$ cat config.mk
export PLATFORM = sky130hd
export DESIGN_NAME = ps2_rx_frame
export DESIGN_NICKNAME = d
export VERILOG_FILES = /design/src/rtl/ps2_rx_frame.sv
export SDC_FILE = /design/constraint.sdc
export NUM_CORES = 1
export LEC_CHECK = 0
export ABC_AREA = 1
export CAP_MARGIN = 30
export CORE_AREA = 2 2 81 83
export DETAILED_ROUTE_END_ITERATION = 7
export DIE_AREA = 0 0 83 85
export SLEW_MARGIN = 30
export SYNTH_ARGS = -nofsm -noshare
export SYNTH_HDL_FRONTEND = slang
export SYNTH_SLANG_ARGS = --single-unit
$ cat constraint.sdc
create_clock -name sys_clk -period 2.5 [get_ports sys_clk]
set_clock_uncertainty 0.05 [all_clocks]
set_input_delay 0.25 -clock sys_clk [delete_from_list [all_inputs] [get_ports sys_clk]]
set_output_delay 0.25 -clock sys_clk [all_outputs]
set_load 0.005 [all_outputs]
$ cat src/rtl/ps2_rx_frame.sv
// rtl/ps2_rx_frame.sv - PS/2 device-to-host frame receiver with prefix absorption
// Filters the PS/2 clock, assembles 11-bit frames and emits one event per make/break code.
module ps2_rx_frame #(
  parameter int FILTER_LEN     = 8,
  parameter int TIMEOUT_CYCLES = 50000
) (
  input  logic       sys_clk,
  input  logic       reset,
  input  logic       ps2_clk_s,
  input  logic       ps2_data_s,
  output logic [7:0] scan_code,
  output logic       code_valid,
  output logic       is_break,
  output logic       is_extended,
  output logic       frame_err,
  output logic       busy
);

  localparam int TOW = (TIMEOUT_CYCLES > 2) ? $clog2(TIMEOUT_CYCLES) : 1;
  localparam logic [7:0]     FLT_LAST = 8'(FILTER_LEN - 1);
  localparam logic [TOW-1:0] TO_LAST  = TOW'(TIMEOUT_CYCLES - 2);

  typedef enum logic [1:0] {
    S_IDLE,
    S_DATA,
    S_PARITY,
    S_STOP
  } state_t;

  state_t         state_q, state_d;
  logic [7:0]     flt_cnt_q, flt_cnt_d;
  logic           clk_f_q, clk_f_d;
  logic [7:0]     shift_q, shift_d;
  logic [3:0]     bit_cnt_q, bit_cnt_d;
  logic           par_q, par_d;
  logic [TOW-1:0] to_cnt_q, to_cnt_d;
  logic           ext_pend_q, ext_pend_d;
  logic           brk_pend_q, brk_pend_d;
  logic [7:0]     scan_q, scan_d;
  logic           brk_out_q, brk_out_d;
  logic           ext_out_q, ext_out_d;
  logic           valid_q, valid_d;
  logic           err_q, err_d;
  logic           busy_q, busy_d;
  logic           fall;
  logic           timeout_hit;
  logic           frame_good;

  // Glitch filter: clk_f follows ps2_clk_s only after FILTER_LEN stable mismatched cycles.
  always_comb begin
    flt_cnt_d = '0;
    clk_f_d   = clk_f_q;
    if (ps2_clk_s != clk_f_q) begin
      if (flt_cnt_q == FLT_LAST) begin
        clk_f_d = ps2_clk_s;
      end else begin
        flt_cnt_d = flt_cnt_q + 8'd1;
      end
    end
  end

  assign fall        = clk_f_q & ~clk_f_d;
  assign timeout_hit = (state_q != S_IDLE) && !fall && (to_cnt_q == TO_LAST);
  assign frame_good  = ps2_data_s & (^{shift_q, par_q});

  always_ff @(posedge sys_clk or posedge reset) begin
    if (reset) begin
      state_q <= S_IDLE;
    end else begin
      state_q <= state_d;
    end
  end

  always_comb begin
    state_d = state_q;
    unique case (state_q)
      S_IDLE:   if (fall && !ps2_data_s) state_d = S_DATA;
      S_DATA:   if (fall && bit_cnt_q == 4'd7) state_d = S_PARITY;
      S_PARITY: if (fall) state_d = S_STOP;
      S_STOP:   if (fall) state_d = S_IDLE;
      default:  state_d = S_IDLE;
    endcase
    if (timeout_hit) state_d = S_IDLE;
  end

  always_comb begin
    shift_d    = shift_q;
    bit_cnt_d  = bit_cnt_q;
    par_d      = par_q;
    ext_pend_d = ext_pend_q;
    brk_pend_d = brk_pend_q;
    scan_d     = scan_q;
    brk_out_d  = brk_out_q;
    ext_out_d  = ext_out_q;
    valid_d    = 1'b0;
    err_d      = 1'b0;
    busy_d     = (state_q != S_IDLE);
    to_cnt_d   = (state_q == S_IDLE || fall) ? '0 : to_cnt_q + 1'b1;

    unique case (state_q)
      S_IDLE: begin
        if (fall) begin
          if (!ps2_data_s) begin
            shift_d   = '0;
            bit_cnt_d = '0;
          end else begin
            err_d = 1'b1;
          end
        end
      end
      S_DATA: begin
        if (fall) begin
          shift_d   = {ps2_data_s, shift_q[7:1]};
          bit_cnt_d = bit_cnt_q + 4'd1;
        end
      end
      S_PARITY: begin
        if (fall) par_d = ps2_data_s;
      end
      S_STOP: begin
        // Prefix bytes only arm a flag; the next ordinary byte consumes both flags.
        if (fall) begin
          if (!frame_good) begin
            err_d      = 1'b1;
            ext_pend_d = 1'b0;
            brk_pend_d = 1'b0;
          end else if (shift_q == 8'hE0) begin
            ext_pend_d = 1'b1;
          end else if (shift_q == 8'hF0) begin
            brk_pend_d = 1'b1;
          end else begin
            scan_d     = shift_q;
            ext_out_d  = ext_pend_q;
            brk_out_d  = brk_pend_q;
            valid_d    = 1'b1;
            ext_pend_d = 1'b0;
            brk_pend_d = 1'b0;
          end
        end
      end
      default: ;
    endcase

    if (timeout_hit) begin
      err_d      = 1'b1;
      ext_pend_d = 1'b0;
      brk_pend_d = 1'b0;
    end
  end

  always_ff @(posedge sys_clk or posedge reset) begin
    if (reset) begin
      flt_cnt_q  <= '0;
      clk_f_q    <= 1'b1;
      shift_q    <= '0;
      bit_cnt_q  <= '0;
      par_q      <= 1'b0;
      to_cnt_q   <= '0;
      ext_pend_q <= 1'b0;
      brk_pend_q <= 1'b0;
      scan_q     <= '0;
      brk_out_q  <= 1'b0;
      ext_out_q  <= 1'b0;
      valid_q    <= 1'b0;
      err_q      <= 1'b0;
      busy_q     <= 1'b0;
    end else begin
      flt_cnt_q  <= flt_cnt_d;
      clk_f_q    <= clk_f_d;
      shift_q    <= shift_d;
      bit_cnt_q  <= bit_cnt_d;
      par_q      <= par_d;
      to_cnt_q   <= to_cnt_d;
      ext_pend_q <= ext_pend_d;
      brk_pend_q <= brk_pend_d;
      scan_q     <= scan_d;
      brk_out_q  <= brk_out_d;
      ext_out_q  <= ext_out_d;
      valid_q    <= valid_d;
      err_q      <= err_d;
      busy_q     <= busy_d;
    end
  end

  assign scan_code   = scan_q;
  assign code_valid  = valid_q;
  assign is_break    = brk_out_q;
  assign is_extended = ext_out_q;
  assign frame_err   = err_q;
  assign busy        = busy_q;

endmodule
==> flow_metrics.py, run 1 <==
metrics = {
    "synth": {
        "seq_area_frac_synth_pct": 48.3,
        "synthesis.nets": 362,
        "yosys_most_used_dff": "dfrtp_1",
        "synthCells": 350,
        "synth_edf_count": 0,
        "yosys_warnings": 0,
        "syn-cell-area_mm2": 0.00285,
        "synthArstFlopShare_pct": 100,
        "yosysUniqueCellTypes": 33,
        "syn_avg_cell_area_um2": 8.15,
        "yosys_register_bits": 55,
    },
    "global_routing": {
        "overflow": 0,
        "antenna_found_initial": 0,
        "grt_pass1_wl_um": 9800,
        "track_usage_pct": 16.9,
        "grt_max_degree": 31,
        "first_global_vias": 2206,
    },
    "timing": {
        "setup_tns_ns": 0,
        "finalHoldViolCount": 0,
        "worst_pin_slew_ns": 0.580,
        "slew_headroom_pct": 61.2,
        "fmax_ghz": 0.519,
        "setup_viol": 0,
        "min_period_over_period_pct": 77.0,
        "min_period_ns": 1.93,
        "holdWs_ns": 0.254,
        "rsz0062_at_grt": "false",
        "setup_slack_ns": 0.575,
        "slew_violations": 0,
    },
    "clock_network": {
        "path_clk_slew_ns": 0.10,
        "cts_tree": "built",
        "cts_hold_buf": 0,
        "cts.sinks": 55,
        "post-cts-setup-buffers": 0,
        "cts_buffer_depth": 2,
        "h-tree-depth": 2,
        "worstSkewPairLatency_ns": 0.31,
        "cts_root_buffer": "clkbuf_8",
        "cts_resized": 0,
        "numCtsBuffers": 5,
    },
    "power_and_ir_drop": {
        "ir_drop_mv": 0.333,
        "power_density_mw_per_mm2": 636,
        "power.static_leakage_nw": 1.56,
    },
    "route": {
        "wl_per_cell_um": 12.1,
        "drt-total-wl_um": 5440,
        "drt-pass1-iter-count": 4,
        "drtAntennaViolNets": 0,
        "via_per_inst": 5.01,
        "dr_total_vias": 2260,
        "drtIter0Drc": 79,
        "drc_errors": 0,
    },
    "status": {
        "outcome": "complete, no violations",
    },
    "placed_design": {
        "place.port_buffers": 16,
        "dp.cells": 443,
        "hpwl_um": 4100,
        "dp_slack_ns": 0.500,
        "gp_congestion": 0.810,
    },
    "flow_run": {
        "max_cap_viol_count": 0,
    },
    "floorplan": {
        "die_w_um": 83,
        "dieArea_mm2": 0.00706,
        "core_mm2": 0.00620,
        "placement_rows": 29,
        "pin_count": 17,
        "fp.dieH_um": 85,
        "initial_core_util_pct": 46.0,
    },
    "worst_setup_path": {
        "crit_arrival_ns": 2.07,
        "critPathKind": "flip-flop to flip-flop",
        "cp_common_cell": "nand2_1",
        "required_ns": 2.64,
        "cp_cell_sequence": "ha_1 > nand3_2 > nor2_4 > nand2_2 > nand2_2 > inv_2 > nand4_1 > nand2_1 > nand2_1 > nand2_1 > o21ai_0",
        "slowest_stage": "dfrtp_1",
        "start_kind": "flip-flop",
        "worst_setup_path_end_kind": "flip-flop",
        "max_stage_delay_ns": 0.41,
        "cp_max_fo": 13,
    },
    "final_layout": {
        "n_antenna_cell": 0,
        "areaGrowthSynthToFinish_pct": 12.2,
        "nets": 385,
        "drive_above_1_share_pct": 11.2,
        "regArea_mm2": 0.00138,
        "stdcell_count": 451,
        "multi_input_area_mm2": 0.00126,
        "n_fill_cell": 585,
    },
    "worst_hold_path": {
        "worstHoldPathType": "input pin to async pin",
    },
}
==> cells by family after synthesis <==
logic type	count (synthesis)	share of synthesized area [%]
AO/OA/AOI/OAI	55	11.7
XOR/XNOR	2	0.614
adder cells (fa/ha/maj)	8	3.51
AND/OR/NAND/NOR	174	28.2
flip-flops	55	48.3
buffers and inverters	56	7.72
==> registers in the layout, indices dropped and copies added, names as in the netlist, 2 cells and up <==
| register | count |
|---|---|
| to_cnt_q | 16 |
| bit_cnt_q | 4 |
| shift_q | 8 |
| flt_cnt_q | 8 |
| state_q | 2 |
| scan_code | 8 |
==> power by group <==
group	switching [mW]	internal [mW]	total, mW
Combinational	0.324	0.168	0.492
Sequential	0.0652	0.970	1.04
Clock	0.307	0.202	0.509
Total	0.697	1.34	2.04
==> synthesized netlist by cell type, types with 3 or more instances <==
master   instances  area [um2]
nand2_1         82         308
dfrtp_1         54        1350
inv_1           50         188
nor2_1          38         143
o21ai_0         19        95.1
a21oi_1         14        70.1
nand4_1         11        68.8
nor3_1          11        55.1
nand3_1         10        50.1
ha_1             8         100
o21ai_2          8        70.1
o22ai_1          7        43.8
nand2_2          4        25.0
nand3_2          4        40.0
inv_2            3        11.3
nor2_2           3        18.8
nor2_4           3        33.8
==> critical path: cells and delay by family, from the launching register on <==
family	cells	cell delay, ns
fa+ha+maj	1	0.24
buf+inv	1	0.19
simple gates	8	0.81
compound gates	1	0.08
flops	1	0.41
==> per-layer routing <==
metal / vias to the layer above / GRT usage (%) / share of wire, %
met1: 1056 / 23.2 / 51
met3: 4 / 3.40 / 2.4
met4: 0 / 4.47 / 0.79
li1: 1173 / - / -
met2: 27 / 27.6 / 46
met5: - / 0 / 0
==> placed cells by master, fill, tap and decap left out, types with 4 or more instances in the layout <==
cell,instances
nand2_1,82
clkbuf_8,5
o22ai_1,7
nor3_1,11
inv_1,49
nor2_1,38
dfrtp_1,54
nand3_1,10
o21ai_2,8
ha_1,8
o21ai_0,19
clkdlybuf4s50_1,16
nand4_1,11
a21oi_1,14
inv_2,4
nand2_2,4
nand3_2,4
==> final timing paths <==
kind                       slack, ns                    from                endpoint  depth (start not counted)
setup / recovery                0.57  flt_cnt_q[0]$_DFF_PP0_  state_q[0]$_DFFE_PP0P_                         11
hold / removal                  0.25                   reset  to_cnt_q[14]$_DFF_PP0_                          3
setup reg to reg                0.57  flt_cnt_q[0]$_DFF_PP0_  state_q[0]$_DFFE_PP0P_                         11
hold reg to reg                 0.42  flt_cnt_q[0]$_DFF_PP0_  flt_cnt_q[0]$_DFF_PP0_                          1
max in group asynchronous       1.82                   reset       clk_f_q$_DFF_PP1_                          3
min in group sys_clk            0.42  flt_cnt_q[0]$_DFF_PP0_  flt_cnt_q[0]$_DFF_PP0_                          1
==> stage by stage <==
step | power (mW) | utilization (%) | cell area [um2]
floorplan | 1.41 | - | 2850
global placement | 1.55 | 50.2 | 3110
detailed placement | 1.55 | 50.2 | 3110
CTS | 2.07 | 51.6 | 3200
global route | 2.20 | 51.6 | 3200
finish | 2.04 | 51.6 | 3200
==> final cells by class <==
class / count / area share, %
sequential: 55 / 43.0
multi-input combinational: 239 / 39.2
inverter: 53 / 6.21
timing repair buffer: 19 / 5.70
tap: 77 / 3.01
clock buffer: 5 / 2.15
clock inverter: 3 / 0.703
Note: power is estimated with default switching activity, not from simulation.
==> run 2, diff against run 1 <==
==> constraint.sdc (replaced) <==
create_clock -name sys_clk -period 1.8 [get_ports sys_clk]
set_clock_uncertainty 0.05 [all_clocks]
set_input_delay 0.18 -clock sys_clk [delete_from_list [all_inputs] [get_ports sys_clk]]
set_output_delay 0.18 -clock sys_clk [all_outputs]
set_load 0.005 [all_outputs]
==> flow_metrics.py, run 2 (same netlist as run 1, synthesis figures left out) <==
metrics = {
    "status": {
        "outcome": "complete, no violations",
    },
    "global_routing": {
        "first_global_vias": 2192,
        "overflow": 0,
        "antenna_found_initial": 0,
        "grt_pass1_wl_um": 9650,
        "track_usage_pct": 16.6,
        "grt_max_degree": 56,
    },
    "clock_network": {
        "h-tree-depth": 2,
        "cts_root_buffer": "clkbuf_8",
        "cts_tree": "built",
        "numCtsBuffers": 5,
        "cts.sinks": 55,
        "path_clk_slew_ns": 0.10,
        "worstSkewPairLatency_ns": 0.31,
        "cts_buffer_depth": 2,
    },
    "route": {
        "drt-total-wl_um": 5680,
        "drtIter0Drc": 118,
        "via_per_inst": 4.98,
        "wl_per_cell_um": 11.9,
        "drt-pass1-iter-count": 4,
        "dr_total_vias": 2382,
        "drtAntennaViolNets": 0,
        "drc_errors": 0,
    },
    "timing": {
        "worst_pin_slew_ns": 0.567,
        "finalHoldViolCount": 0,
        "rsz0062_at_grt": "true",
        "fmax_ghz": 0.568,
        "slew_violations": 0,
        "slew_headroom_pct": 62.0,
        "setup_viol": 0,
        "min_period_over_period_pct": 97.8,
        "holdWs_ns": 0.175,
        "min_period_ns": 1.76,
    },
    "worst_setup_path": {
        "start_kind": "flip-flop",
        "reg2reg_from": "flt_cnt_q[1]$_DFF_PP0_",
        "r2r_cells": 11,
        "worst_setup_path_end_kind": "flip-flop",
        "worstSetupStartpoint": "flt_cnt_q[1]$_DFF_PP0_",
        "worstReg2RegEnd": "scan_code[3]$_DFFE_PP0P_",
        "crit_path_end": "scan_code[3]$_DFFE_PP0P_",
        "cp_max_fo": 5,
        "required_ns": 1.96,
        "critPathKind": "flip-flop to flip-flop",
        "crit_arrival_ns": 1.92,
        "r2r_setup_slack_ns": 0.04,
    },
    "final_layout": {
        "n_antenna_cell": 0,
        "stdcell_count": 478,
        "final_cell_area_mm2": 0.00353,
        "largest-register": "to_cnt_q",
        "n_fill_cell": 560,
        "layout_commonest_cell": "nand2_1",
        "fin_util_pct": 56.9,
        "nets": 412,
        "multi_input_area_mm2": 0.00138,
        "areaGrowthSynthToFinish_pct": 23.8,
        "drive_above_1_share_pct": 21.4,
        "regArea_mm2": 0.00138,
        "layout_common_cells": "nand2_1 (75), dfrtp_1 (54), inv_1 (46)",
        "largest_register_ffs": 16,
    },
    "flow_run": {
        "max_cap_viol_count": 0,
    },
    "floorplan": {
        "core_mm2": 0.00620,
        "initial_core_util_pct": 46.0,
        "dieArea_mm2": 0.00706,
        "pin_count": 17,
        "fp.dieH_um": 85,
        "die_w_um": 83,
        "placement_rows": 29,
    },
    "placed_design": {
        "gp_congestion": 0.829,
        "place.port_buffers": 16,
        "dp.cells": 460,
        "hpwl_um": 4010,
        "place_area_mm2": 0.00325,
    },
    "power_and_ir_drop": {
        "power_density_mw_per_mm2": 867,
        "ir_drop_mv": 0.799,
        "power.static_leakage_nw": 1.70,
        "total_power_mw": 3.06,
    },
    "worst_hold_path": {
        "worstHoldPathType": "input pin to async pin",
    },
}
## run 2: cell count changes in the layout (fill, tap and decap cells not counted), sizes merged
cell,before,now
nand3,15,18
clkinvlp,0,1
inv,54,53
clkinv,2,1
clkbuf,5,6
buf,3,27
## run 2: per-layer routing
metal / global-route usage (%) / part of all wire [%] / vias up
met2: 27.3 / 45 / 43
met1: 22.6 / 51 / 1097
met5: 0 / 0 / -
met4: 4.17 / 1.0 / 0
li1: - / - / 1236
met3: 3.31 / 3.5 / 6
## run 2: report_power, final
| part | total, mW | switching, mW | internal [mW] |
|---|---|---|---|
| combinational | 0.925 | 0.544 | 0.381 |
| sequential | 1.42 | 0.0688 | 1.35 |
| clock | 0.722 | 0.407 | 0.315 |
## run 2: final cells by class
class	instances	share of cell area (%)
well taps	77	2.73
inverters	53	5.63
multi-input cells	242	39.0
repair buffers	43	10.8
clock inverters	2	0.461
clock buffers	6	2.34
flip-flops and latches	55	39.0
## run 2: worst min-delay path by stage
stage                                  end  slack, ns  cells after the start
floorplan                par_q$_DFFE_PP0P_       0.27                      2
global placement    flt_cnt_q[0]$_DFF_PP0_       0.39                      1
detailed placement  flt_cnt_q[0]$_DFF_PP0_       0.41                      1
CTS                 flt_cnt_q[2]$_DFF_PP0_       0.18                      3
global route        to_cnt_q[12]$_DFF_PP0_       0.21                      3
finish              flt_cnt_q[1]$_DFF_PP0_       0.18                      3
## run 2: worst max-delay path, cell delays in order (launching register included)
cell and delay (ns):
dfrtp_1 0.37, ha_2 0.20, nand3_2 0.09, nor2_4 0.12
nand2_2 0.09, nor2_4 0.12, nand2_2 0.08, nor2_4 0.14
buf_6 0.14, nand3_4 0.11, nand2_1 0.09, o21ai_2 0.05
## run 2: what timing repair did
item,CTS,global route
hold buffers,0,0
resized for setup,2,26
endpoints found under the setup margin,10,32
gates cloned,1,2
setup buffers,0,7
pin swaps,0,11
## run 2: through the flow
stage,setup slack [ns],TNS [ns]
6_report,0.0391,0
5_1_grt,-0.0599,-0.447
4_1_cts,-0.00462,-0.00462
3_5_place_dp,-0.0481,-0.224
3_3_place_gp,0.0498,0
2_1_floorplan,0.132,0
